--- config.mk ---
export PLATFORM = sky130hd
export DESIGN_NAME = seg7_bcd_reader
export DESIGN_NICKNAME = d
export VERILOG_FILES = /design/src/rtl/seg7_bcd_reader.sv
export SDC_FILE = /design/constraint.sdc
export NUM_CORES = 1
export LEC_CHECK = 0
export ABC_AREA = 1
export BUFFER_PORTS_ARGS = -buffer_cell sky130_fd_sc_hd__buf_2
export CAP_MARGIN = 20
export CORE_MARGIN = 1.5
export CORE_UTILIZATION = 60
export CTS_CLUSTER_SIZE = 40
export DETAILED_ROUTE_END_ITERATION = 8
export PLACE_DENSITY = 0.78
export SYNTH_ARGS = -nofsm -noshare
export SYNTH_HDL_FRONTEND = slang
export SYNTH_SLANG_ARGS = --single-unit
--- constraint.sdc ---
create_clock -name Clk -period 2.8 [get_ports Clk]
set_clock_uncertainty 0.15 [all_clocks]
set_input_delay 0.28 -clock Clk [delete_from_list [all_inputs] [get_ports Clk]]
set_output_delay 0.28 -clock Clk [all_outputs]
set_load 0.1 [all_outputs]
--- src/rtl/seg7_bcd_reader.sv ---
// seg7_bcd_reader: watches a multiplexed 7-segment bus (segment + digit-select
// lines) and rebuilds one coherent BCD frame per complete display scan.
module seg7_bcd_reader #(
    parameter int NB_DIGITS     = 4,
    parameter bit SEG_POLARITY  = 1'b0,
    parameter bit SEL_POLARITY  = 1'b0,
    parameter int STABLE_CYCLES = 4
) (
    input  logic                   Clk,
    input  logic                   Rst,
    input  logic [6:0]             Seg,
    input  logic [NB_DIGITS-1:0]   Sel,
    output logic [4*NB_DIGITS-1:0] Digits,
    output logic                   Valid,
    output logic                   SegErr,
    output logic                   FrameStrobe
);

    localparam int SW = 7 + NB_DIGITS;
    localparam logic [7:0] STABLE = 8'(STABLE_CYCLES);

    typedef enum logic [1:0] {WAIT_STABLE, CAPTURE, HOLD} state_t;

    logic [6:0]             seg_s1_q, seg_s2_q;
    logic [NB_DIGITS-1:0]   sel_s1_q, sel_s2_q;
    logic [SW-1:0]          cur_smp;
    logic [SW-1:0]          smp_q;
    logic [7:0]             cnt_q, cnt_d;
    logic                   changed, cur_onehot;
    state_t                 state_q, state_d;
    logic                   capture_en;
    logic [NB_DIGITS-1:0]   cap_sel;
    logic [6:0]             cap_seg;
    logic [3:0]             nibble;
    logic                   bad_pat;
    logic                   frame_done;
    logic [NB_DIGITS-1:0]   mask_q, mask_d;
    logic                   segerr_q, segerr_d;
    logic [4*NB_DIGITS-1:0] shadow_q, shadow_d;
    logic [4*NB_DIGITS-1:0] digits_q;
    logic                   valid_q, strobe_q;

    // Two-flop synchronizers for the asynchronous display bus
    always_ff @(posedge Clk) begin
        if (Rst) begin
            seg_s1_q <= '0;
            seg_s2_q <= '0;
            sel_s1_q <= '0;
            sel_s2_q <= '0;
        end else begin
            seg_s1_q <= Seg;
            seg_s2_q <= seg_s1_q;
            sel_s1_q <= Sel;
            sel_s2_q <= sel_s1_q;
        end
    end

    // Normalize to active-high and compare against the previous sample
    always_comb begin
        cur_smp[SW-1:NB_DIGITS] = SEG_POLARITY ? seg_s2_q : ~seg_s2_q;
        cur_smp[NB_DIGITS-1:0]  = SEL_POLARITY ? sel_s2_q : ~sel_s2_q;
        changed    = (cur_smp != smp_q);
        cur_onehot = (cur_smp[NB_DIGITS-1:0] != '0) &&
                     ((cur_smp[NB_DIGITS-1:0] & (cur_smp[NB_DIGITS-1:0] - 1'b1)) == '0);
        if (changed)
            cnt_d = 8'd1;
        else if (cnt_q < STABLE)
            cnt_d = cnt_q + 8'd1;
        else
            cnt_d = cnt_q;
    end

    // Previous-sample register and saturating stability counter
    always_ff @(posedge Clk) begin
        if (Rst) begin
            smp_q <= '0;
            cnt_q <= '0;
        end else begin
            smp_q <= cur_smp;
            cnt_q <= cnt_d;
        end
    end

    // FSM state register
    always_ff @(posedge Clk) begin
        if (Rst) state_q <= WAIT_STABLE;
        else     state_q <= state_d;
    end

    // FSM next state: enter CAPTURE on the cycle the count reaches its target
    always_comb begin
        state_d = state_q;
        unique case (state_q)
            WAIT_STABLE: if (cnt_d == STABLE && cur_onehot) state_d = CAPTURE;
            CAPTURE:     state_d = changed ? WAIT_STABLE : HOLD;
            HOLD:        if (changed) state_d = WAIT_STABLE;
            default:     state_d = WAIT_STABLE;
        endcase
    end

    // FSM outputs: decode the stable sample held in smp_q while capturing
    always_comb begin
        capture_en = (state_q == CAPTURE);
        cap_sel    = smp_q[NB_DIGITS-1:0];
        cap_seg    = smp_q[SW-1:NB_DIGITS];
        bad_pat    = 1'b0;
        case (cap_seg)
            7'b1111110: nibble = 4'd0;
            7'b0110000: nibble = 4'd1;
            7'b1101101: nibble = 4'd2;
            7'b1111001: nibble = 4'd3;
            7'b0110011: nibble = 4'd4;
            7'b1011011: nibble = 4'd5;
            7'b1011111: nibble = 4'd6;
            7'b1110000: nibble = 4'd7;
            7'b1111111: nibble = 4'd8;
            7'b1111011: nibble = 4'd9;
            default: begin
                nibble  = 4'hF;
                bad_pat = 1'b1;
            end
        endcase
    end

    // Frame assembly: completion clears mask/error; a capture in the same
    // cycle still lands, so no digit is ever lost across the boundary
    always_comb begin
        frame_done = &mask_q;
        mask_d     = (frame_done ? '0 : mask_q) | (capture_en ? cap_sel : '0);
        segerr_d   = (frame_done ? 1'b0 : segerr_q) | (capture_en & bad_pat);
        shadow_d   = shadow_q;
        for (int unsigned i = 0; i < NB_DIGITS; i++) begin
            if (capture_en && cap_sel[i])
                shadow_d[i*4 +: 4] = nibble;
        end
    end

    // Shadow/mask/error registers and published frame
    always_ff @(posedge Clk) begin
        if (Rst) begin
            mask_q   <= '0;
            segerr_q <= 1'b0;
            shadow_q <= '0;
            digits_q <= '0;
            valid_q  <= 1'b0;
            strobe_q <= 1'b0;
        end else begin
            mask_q   <= mask_d;
            segerr_q <= segerr_d;
            shadow_q <= shadow_d;
            strobe_q <= frame_done;
            if (frame_done) begin
                digits_q <= shadow_q;
                valid_q  <= ~segerr_q;
            end
        end
    end

    assign Digits      = digits_q;
    assign Valid       = valid_q;
    assign SegErr      = segerr_q;
    assign FrameStrobe = strobe_q;

endmodule

## After elaboration in Yosys (flattened, before gate mapping)

Cells that the tools add are included.

| storage, ports and cells | value |
|---|---|
| flip-flop bits (word level) | 82 |
| input bits | 13 |
| output and inout bits | 19 |
| logic and storage cells | 65 |

| operators by class | value |
|---|---|
| add/sub/neg operators | 2 |
| magnitude comparators | 1 |
| equality and inequality tests | 16 |
| muxes and demuxes | 11 |
| bitwise operators | 7 |
| reductions and logical operators | 12 |

Operator list:

| cell | count |
|---|---|
| 7-bit equality test, second input constant | 8 |
| 4-bit one-hot mux with 10 select lines | 1 |
| 8-bit two-way mux | 2 |
| 7-bit by 6-bit equality test with 1-bit output, second input constant | 2 |
| 11-bit inequality test | 1 |
| 10-bit OR reduction | 1 |
| 8-bit by 1-bit adder with 8-bit output, second input constant | 1 |
| 8-bit by 3-bit equality test with 1-bit output, second input constant | 1 |
| 8-bit by 3-bit < comparator with 1-bit output, second input constant | 1 |
| 4-bit two-way mux | 2 |
| 7-bit inverter | 1 |
| 1-bit logical AND | 6 |
| 2-bit two-way mux | 3 |
| 2-bit one-hot mux with 3 select lines | 1 |
| 4-bit AND | 1 |
| 4-bit logical NOT | 1 |
| 2-bit inequality test, second input constant | 2 |
| 4-bit inverter | 1 |
| 4-bit OR | 1 |
| 4-bit AND reduction | 1 |
| 4-bit nonzero test | 1 |
| 4-bit by 1-bit subtractor with 4-bit output, second input constant | 1 |
| 2-bit by 1-bit equality test with 1-bit output, second input constant | 1 |
| 2-bit equality test, second input constant | 1 |
| other kinds (6) | 7 |

## Logic depth before layout (Yosys ltp)

Gate-level depths: netlist (run 1).

| logic depth | value |
|---|---|
| depth in word-level cells | 8 |
| depth in mapped cells | 11 |
| mapped depth without buffers | 10 |

## Worst setup path before layout (run 1)

No wires, ideal clock.

| timing path | value |
|---|---|
| kind | flip-flop to flip-flop |
| start point | register, netlist name Valid |
| end point | register valid_q (netlist: Valid) |
| setup time | 0.075 ns |
| data arrival time | 1.245 ns |
| data required time | 2.575 ns |
| slack | 1.330 ns |
| stages on the path, launching flop included | 3 |
| buffers on the path | 0 |
| clock period less this slack | 1.470 ns |
| path through | dfxtp_1 > o21ai_0 > a21oi_1 |

RTL lines:

| item | RTL line | text |
|---|---|---|
| end signal, assigned | 154 | `valid_q <= ~segerr_q;` |
| end, declared | 41 | `logic valid_q, strobe_q;` |

## Final worst setup path (run 1)

| timing path | value |
|---|---|
| start point | register state_q[0] |
| end point | register shadow_q[13] |

| between the ends | value |
|---|---|
| cells in the longest elaborated chain, start to end | 2 |

RTL lines:

| item | RTL line | text |
|---|---|---|
| start, declared | 30 | `state_t state_q, state_d;` |
| start signal, assigned | 87 | `else state_q <= state_d;` |
| 2-bit by 1-bit equality test with 1-bit output | 103 | `capture_en = (state_q == CAPTURE);` |
| 1-bit logical AND | 133 | `if (capture_en && cap_sel[i])` |
| end signal, assigned | 150 | `shadow_q <= shadow_d;` |
| end, declared | 39 | `logic [4*NB_DIGITS-1:0] shadow_q, shadow_d;` |

No other way between the ends.
A chain may end at the register's enable or synchronous reset.

==> impl_metrics.xml, run 1 <==
<?xml version="1.0" encoding="UTF-8"?>
<metrics>
  <group name="die">
    <metric name="top_level_ports" unit="">32</metric>
    <metric name="design.die.area" unit="mm2">0.00577</metric>
    <metric name="initial_utilization" unit="">0.625</metric>
    <metric name="core_area" unit="mm2">0.00511</metric>
    <metric name="floorplan.die.width" unit="um">75.9</metric>
    <metric name="floorplan.die.height" unit="um">75.9</metric>
    <metric name="rows" unit="">26</metric>
  </group>
  <group name="grt">
    <metric name="overflow" unit="">0</metric>
    <metric name="grt_pass1_wl" unit="mm">10.2</metric>
    <metric name="first_global_vias" unit="">2524</metric>
    <metric name="grt_use_total" unit="">0.222</metric>
    <metric name="grt_start_max_net_pins" unit="">42</metric>
    <metric name="antenna_found_initial" unit="">0</metric>
  </group>
  <group name="job">
    <metric name="timing.max_cap.violations" unit="">0</metric>
  </group>
  <group name="setup_path">
    <metric name="worstPathMaxFanout" unit="">8</metric>
    <metric name="end_kind" unit="">register</metric>
    <metric name="timing.setup.critical_path_class" unit="">register to register</metric>
    <metric name="cp_cell_sequence" unit="">inv_1, nor2_1, inv_1, nor2_4, inv_1, nor2_1, nor2_1</metric>
    <metric name="critical_path.startpoint_type" unit="">register</metric>
    <metric name="crit_path_top_delay_cell" unit="">dfxtp_1</metric>
    <metric name="worst_ep_arrival_time" unit="ns">1.70</metric>
    <metric name="crit_required" unit="ns">2.91</metric>
    <metric name="worst_path_largest_cell_delay" unit="ns">0.32</metric>
  </group>
  <group name="yosys">
    <metric name="fraction_of_post_synthesis_cell_area_in_the_top_cell_type_by_area" unit="">0.514</metric>
    <metric name="synth.avg_cell_area" unit="um2">7.37</metric>
    <metric name="synth.ff_latch_count" unit="">82</metric>
    <metric name="mappedNetlistArea" unit="mm2">0.00319</metric>
    <metric name="synth_cells" unit="">433</metric>
    <metric name="synth_sequential_area_ratio" unit="">0.514</metric>
    <metric name="synth_fp_nets" unit="">447</metric>
    <metric name="post_synth_num_cell_types" unit="">25</metric>
    <metric name="yosys_warnings" unit="">0</metric>
    <metric name="synth_area_leader_cell" unit="">dfxtp_1</metric>
    <metric name="ys_top_cells_by_area" unit="">dfxtp_1 (51%), nor2_1 (13%), nand2_1 (8.2%), inv_1 (8.0%), o21ai_0 (3.4%)</metric>
  </group>
  <group name="routing">
    <metric name="average_detailed_routed_wire_length_per_instance" unit="um">10.5</metric>
    <metric name="postRouteWirelength" unit="mm">5.77</metric>
    <metric name="via_count" unit="">2620</metric>
    <metric name="drt_drc_violations_left" unit="">0</metric>
    <metric name="drtPass1Iterations" unit="">5</metric>
    <metric name="number_of_violations_reported_at_the_end_of_detailed_routing_iteration_0" unit="">105</metric>
    <metric name="via_density_per_instance" unit="">4.75</metric>
    <metric name="antenna_left" unit="">0</metric>
  </group>
  <group name="timing">
    <metric name="transition_time_of_the_tightest_slew_check_pin" unit="ns">0.487</metric>
    <metric name="slew_violations" unit="">0</metric>
    <metric name="min_period_over_period" unit="">0.569</metric>
    <metric name="timing.final.crit_period" unit="ns">1.59</metric>
    <metric name="worst_hold_slack" unit="ns">0.202</metric>
    <metric name="totalNegativeSetupSlack" unit="ns">0</metric>
    <metric name="timing.max_slew.rel_slack" unit="">0.678</metric>
    <metric name="hold_viol" unit="">0</metric>
    <metric name="grt_setup_unrepaired" unit="">false</metric>
    <metric name="setup-violations-final" unit="">0</metric>
    <metric name="fmax" unit="GHz">0.628</metric>
  </group>
  <group name="layout">
    <metric name="filler_cell_count" unit="">415</metric>
    <metric name="utilization" unit="">0.735</metric>
    <metric name="final_net_count" unit="">491</metric>
    <metric name="mostFrequentLayoutCells" unit="">nor2_1 (109), dfxtp_1 (82), nand2_1 (70)</metric>
    <metric name="area_delta_synth_final" unit="%">17.7</metric>
    <metric name="num_antenna_cells" unit="">0</metric>
    <metric name="final_common_cell" unit="">nor2_1</metric>
    <metric name="final_cell_count_no_fill" unit="">552</metric>
    <metric name="share_of_post_route_cells_with_drive_strength_above_1" unit="">0.139</metric>
  </group>
  <group name="worst_hold_path">
    <metric name="hold_crit_path_type" unit="">input port to register</metric>
  </group>
  <group name="clocking">
    <metric name="clkSinkCount" unit="">82</metric>
    <metric name="cts-buffers-inserted" unit="">9</metric>
    <metric name="cts.repair_timing.setup_buffer_count" unit="">0</metric>
    <metric name="clk_transition_reported_paths" unit="ns">0.08</metric>
    <metric name="clock_tree.htree_level_count" unit="">3</metric>
    <metric name="clock_tree_from_tritoncts" unit="">yes</metric>
    <metric name="max-clock-path-buffers" unit="">2</metric>
    <metric name="cts_root_buffer" unit="">clkbuf_8</metric>
    <metric name="clock_latency_on_the_worst_skew_pair" unit="ns">0.36</metric>
  </group>
  <group name="placement">
    <metric name="hpwl" unit="mm">3.94</metric>
    <metric name="dpl.cell_count" unit="">525</metric>
    <metric name="gpl.final_weighted_congestion" unit="">0.786</metric>
    <metric name="port_buffers" unit="">31</metric>
  </group>
  <group name="power_and_ir_drop">
    <metric name="cellPowerDensity" unit="mW/mm2">624</metric>
    <metric name="vdd_drop_max" unit="V">0.000545</metric>
    <metric name="post-layout-total-power" unit="uW">2340</metric>
    <metric name="power.leakage" unit="uW">0.00182</metric>
  </group>
  <group name="status">
    <metric name="status" unit="">finished, final reports clean</metric>
  </group>
</metrics>
==> per-stage QoR <==
stage / area, um2 / setup WS (ns)
final: 3760 / 1.21
after global routing: 3760 / 1.08
after CTS: 3760 / 1.19
after detailed placement: 3400 / 1.21
after global placement: 3400 / 1.20
after floorplan: 3190 / 1.33
==> worst max-delay path, delay by kind of cell, from the launching register on <==
family / cells / cell delay [ns]
simple gates: 4 / 0.66
buf+inv: 3 / 0.37
flops: 1 / 0.32
==> cells in the mapped netlist <==
master,instances
a21oi_1,10
buf_2,1
buf_6,1
clkbuf_1,10
clkinv_1,1
dfxtp_1,82
ha_1,1
inv_1,68
inv_2,3
nand2_1,70
nand2_2,4
nand2_4,1
nand3_1,21
nand3_2,1
nand3b_1,1
nand4_1,5
nand4_2,1
nor2_1,109
nor2_2,3
nor2_4,3
nor2_8,1
o21a_1,11
o21ai_0,22
or2_2,1
xnor2_1,2
==> logic make-up after synthesis <==
kind of cell	share of synthesized area
fa+ha+maj	0.00392
flops	0.514
simple gates	0.299
xor+xnor	0.00549
buf+inv	0.102
compound gates	0.0761
==> final cells by class <==
| cell class | instances | area (um2) | area share |
|---|---|---|---|
| Inverter | 72 | 270 | 0.0720 |
| Timing Repair Buffer | 45 | 288 | 0.0766 |
| Tap cell | 70 | 87.6 | 0.0233 |
| Clock buffer | 10 | 128 | 0.0340 |
| Clock inverter | 6 | 115 | 0.0306 |
| Sequential cell | 82 | 1640 | 0.437 |
| Multi-Input combinational cell | 267 | 1230 | 0.326 |
==> sequential cells by signal, indices dropped and copies added, names as in the netlist <==
name	cells
Digits	16
FrameStrobe	1
SegErr	1
Valid	1
cnt_q	8
mask_q	4
seg_s1_q	7
seg_s2_q	7
sel_s1_q	4
sel_s2_q	4
shadow_q	16
smp_q	11
state_q	2
==> path summary, 6_finish.rpt <==
| path | start | end | slack (ns) | cells after the start |
|---|---|---|---|---|
| setup / recovery | state_q[0]$_SDFFE_PP0P_ | shadow_q[13]$_SDFFE_PP0P_ | 1.21 | 7 |
| hold / removal | Rst | cnt_q[4]$_SDFF_PP0_ | 0.20 | 4 |
| setup reg to reg | state_q[0]$_SDFFE_PP0P_ | shadow_q[13]$_SDFFE_PP0P_ | 1.21 | 7 |
| hold reg to reg | seg_s1_q[3]$_SDFF_PP0_ | seg_s2_q[3]$_SDFF_PP0_ | 0.25 | 2 |
==> layer usage <==
layer  share of wire  GRT usage  up-vias
met4           0.031      0.137        0
met1            0.44      0.227     1167
met5               0          0        -
met3           0.028     0.0410       16
li1                -          -     1396
met2            0.51      0.417       41
==> where the power goes <==
part	leakage (uW)	internal (uW)	switching [uW]	total [uW]
registers	0.000670	1190	19.4	1210
clock network	0.000117	595	426	1020
logic	0.00104	46.4	65.0	111
total	0.00182	1830	511	2340
==> what timing repair did <==
item / 4_1_cts / 5_1_grt
endpoints found under the hold margin: 11 / 0
resized for setup: 0 / 0
hold buffers: 11 / 0
setup endpoints to repair: 0 / 0
Note: power is estimated with default switching activity, not from simulation.
==> inputs of run 2 (changes only) <==
--- a/config.mk
+++ b/config.mk
@@ -9,10 +9,10 @@
 export BUFFER_PORTS_ARGS = -buffer_cell sky130_fd_sc_hd__buf_2
 export CAP_MARGIN = 20
 export CORE_MARGIN = 1.5
-export CORE_UTILIZATION = 60
+export CORE_UTILIZATION = 58
 export CTS_CLUSTER_SIZE = 40
 export DETAILED_ROUTE_END_ITERATION = 8
-export PLACE_DENSITY = 0.78
+export PLACE_DENSITY = 0.76
 export SYNTH_ARGS = -nofsm -noshare
 export SYNTH_HDL_FRONTEND = slang
 export SYNTH_SLANG_ARGS = --single-unit
==> constraint.sdc (replaced) <==
create_clock -name Clk -period 1.6 [get_ports Clk]
set_clock_uncertainty 0.15 [all_clocks]
set_input_delay 0.16 -clock Clk [delete_from_list [all_inputs] [get_ports Clk]]
set_output_delay 0.16 -clock Clk [all_outputs]
set_load 0.1 [all_outputs]
==> run 2 against run 1 <==
  * Wire length decreased by 1.0%
  * Sequential share of layout area is 0.058 points higher
  * Final area is 0.40% higher
  * Worst setup slack worse by 1.1 ns
  * Utilization shrank 1.1 points
  * Largest power group unchanged
  * Critical path type unchanged
  * Critical path depth grew 2
  * Global-route usage down 0.97 points
  * Clock power up 42%
  * Non-clock buffer count is 4 higher
  * Critical endpoint is now shadow_q[11]$_SDFFE_PP0P_
==> impl_metrics.xml, run 2 (same netlist as run 1, synthesis figures left out) <==
<?xml version="1.0" encoding="UTF-8"?>
<metrics>
  <group name="status">
    <metric name="status" unit="">finished, final reports clean</metric>
  </group>
  <group name="layout">
    <metric name="final_net_count" unit="">495</metric>
    <metric name="share_of_post_route_cells_with_drive_strength_above_1" unit="">0.171</metric>
    <metric name="filler_cell_count" unit="">418</metric>
    <metric name="mostFrequentLayoutCells" unit="">nor2_1 (103), dfxtp_1 (75), nand2_1 (70)</metric>
    <metric name="final_common_cell" unit="">nor2_1</metric>
    <metric name="final_cell_count_no_fill" unit="">554</metric>
    <metric name="final_design_area_no_fill" unit="mm2">0.00377</metric>
    <metric name="area_delta_synth_final" unit="%">18.1</metric>
    <metric name="num_antenna_cells" unit="">0</metric>
  </group>
  <group name="routing">
    <metric name="drtPass1Iterations" unit="">4</metric>
    <metric name="via_count" unit="">2604</metric>
    <metric name="number_of_violations_reported_at_the_end_of_detailed_routing_iteration_0" unit="">144</metric>
    <metric name="antenna_left" unit="">0</metric>
    <metric name="via_density_per_instance" unit="">4.70</metric>
    <metric name="postRouteWirelength" unit="mm">5.71</metric>
    <metric name="drt_drc_violations_left" unit="">0</metric>
    <metric name="average_detailed_routed_wire_length_per_instance" unit="um">10.3</metric>
  </group>
  <group name="setup_path">
    <metric name="critical_path.startpoint_type" unit="">register</metric>
    <metric name="end_kind" unit="">register</metric>
    <metric name="timing.setup.critical_path_class" unit="">register to register</metric>
    <metric name="worst_ep_arrival_time" unit="ns">1.63</metric>
    <metric name="crit_required" unit="ns">1.75</metric>
    <metric name="worstPathMaxFanout" unit="">12</metric>
  </group>
  <group name="clocking">
    <metric name="clock_tree.htree_level_count" unit="">3</metric>
    <metric name="clock_tree_from_tritoncts" unit="">yes</metric>
    <metric name="cts_root_buffer" unit="">clkbuf_8</metric>
    <metric name="max-clock-path-buffers" unit="">2</metric>
    <metric name="clock_latency_on_the_worst_skew_pair" unit="ns">0.34</metric>
    <metric name="clk_transition_reported_paths" unit="ns">0.08</metric>
    <metric name="clkSinkCount" unit="">82</metric>
    <metric name="cts-buffers-inserted" unit="">9</metric>
  </group>
  <group name="die">
    <metric name="floorplan.die.width" unit="um">77.2</metric>
    <metric name="rows" unit="">26</metric>
    <metric name="initial_utilization" unit="">0.613</metric>
    <metric name="core_area" unit="mm2">0.00520</metric>
    <metric name="design.die.area" unit="mm2">0.00596</metric>
    <metric name="top_level_ports" unit="">32</metric>
    <metric name="floorplan.die.height" unit="um">77.2</metric>
  </group>
  <group name="grt">
    <metric name="antenna_found_initial" unit="">0</metric>
    <metric name="met2_usage" unit="">0.379</metric>
    <metric name="grt_use_met3" unit="">0.0357</metric>
    <metric name="grt_pass1_wl" unit="mm">10.1</metric>
    <metric name="met1_global_route_usage" unit="">0.243</metric>
    <metric name="overflow" unit="">0</metric>
    <metric name="grt_start_max_net_pins" unit="">33</metric>
    <metric name="global_route.peak_usage_layer" unit="">met2</metric>
    <metric name="first_global_vias" unit="">2414</metric>
    <metric name="grt_use_total" unit="">0.213</metric>
  </group>
  <group name="placement">
    <metric name="placed_cell_areas" unit="mm2">0.00343</metric>
    <metric name="gpl.final_weighted_congestion" unit="">0.816</metric>
    <metric name="dpl.cell_count" unit="">528</metric>
    <metric name="port_buffers" unit="">31</metric>
    <metric name="hpwl" unit="mm">3.84</metric>
  </group>
  <group name="job">
    <metric name="timing.max_cap.violations" unit="">0</metric>
  </group>
  <group name="power_and_ir_drop">
    <metric name="post-layout-total-power" unit="uW">3780</metric>
    <metric name="power.switching_fraction" unit="">0.217</metric>
    <metric name="power.leakage" unit="uW">0.00183</metric>
    <metric name="share_seq_of_total_power" unit="">0.562</metric>
    <metric name="cellPowerDensity" unit="mW/mm2">1000</metric>
    <metric name="power.net_switching" unit="uW">821</metric>
    <metric name="internal_power" unit="uW">2960</metric>
    <metric name="comb_power_share" unit="">0.053</metric>
    <metric name="vdd_drop_max" unit="V">0.000674</metric>
    <metric name="power_frac_clock" unit="">0.385</metric>
  </group>
  <group name="timing">
    <metric name="hold_viol" unit="">0</metric>
    <metric name="timing.max_slew.rel_slack" unit="">0.676</metric>
    <metric name="fmax" unit="GHz">0.677</metric>
    <metric name="transition_time_of_the_tightest_slew_check_pin" unit="ns">0.489</metric>
    <metric name="setup-violations-final" unit="">0</metric>
    <metric name="min_period_over_period" unit="">0.924</metric>
    <metric name="slew_violations" unit="">0</metric>
    <metric name="grt_setup_unrepaired" unit="">true</metric>
    <metric name="timing.final.crit_period" unit="ns">1.48</metric>
  </group>
  <group name="worst_hold_path">
    <metric name="hold_crit_path_type" unit="">input port to register</metric>
  </group>
</metrics>
-- run 2: layout make-up --
type,instances,area [um2],area share
clock buffers,11,151,0.0401
well taps,70,87.6,0.0232
inverters,72,270,0.0717
multi-input cells,267,1240,0.329
repair buffers,49,330,0.0876
flip-flops and latches,82,1650,0.438
clock inverters,3,40.0,0.0106
-- run 2: repair_timing --
action | 4_1_cts | 5_1_grt
hold buffers | 11 | 0
buffers inserted | 0 | 1
resized for setup | 0 | 13
endpoints found under the hold margin | 11 | 0
setup endpoints to repair | 0 | 19
-- run 2: critical path, stage by stage, from the launching register on --
cell     delay [ns]
dfxtp_2        0.34
inv_1          0.12
nor2_4         0.07
nand2_2        0.11
nand3_2        0.11
nor2_4         0.19
nand2_4        0.14
nand3_1        0.10
nand2_1        0.05
inv_1          0.05
-- run 2: power groups by stage --
stage	sequential (uW)	clock (uW)	combinational, uW
6_report	2120	1450	201
5_1_grt	2130	1560	233
4_1_cts	2120	1480	197
3_5_place_dp	2170	0	175
3_3_place_gp	2160	0	171
2_1_floorplan	2160	0	138
-- run 2: metal layers --
metal	routed length (um)	vias to the layer above
li1	-	1400
met1	2640	1140
met2	2760	51
met3	208	13
met4	101	0
met5	0	-
-- run 2: final timing paths --
path	startpoint	end	slack (ns)	depth (start not counted)
worst max-delay path	smp_q[9]$_SDFF_PP0_	shadow_q[11]$_SDFFE_PP0P_	0.12	9
worst max register to register	smp_q[9]$_SDFF_PP0_	shadow_q[11]$_SDFFE_PP0P_	0.12	9
worst min register to register	seg_s1_q[0]$_SDFF_PP0_	seg_s2_q[0]$_SDFF_PP0_	0.25	2
worst min-delay path	Rst	smp_q[4]$_SDFF_PP0_	0.09	3
-- run 2: metrics by stage --
| stage | utilization | hold slack, ns | setup TNS (ns) | setup WS [ns] |
|---|---|---|---|---|
| 5_1_grt | 0.725 | 0.119 | -0.0214 | -0.0214 |
| 3_5_place_dp | 0.658 | 0.217 | 0 | 0.116 |
| 6_report | 0.725 | 0.0917 | 0 | 0.122 |
| 4_1_cts | 0.716 | 0.0927 | 0 | 0.0935 |
| 3_3_place_gp | 0.658 | 0.210 | 0 | 0.132 |
| 2_1_floorplan | - | 0.117 | 0 | 0.130 |
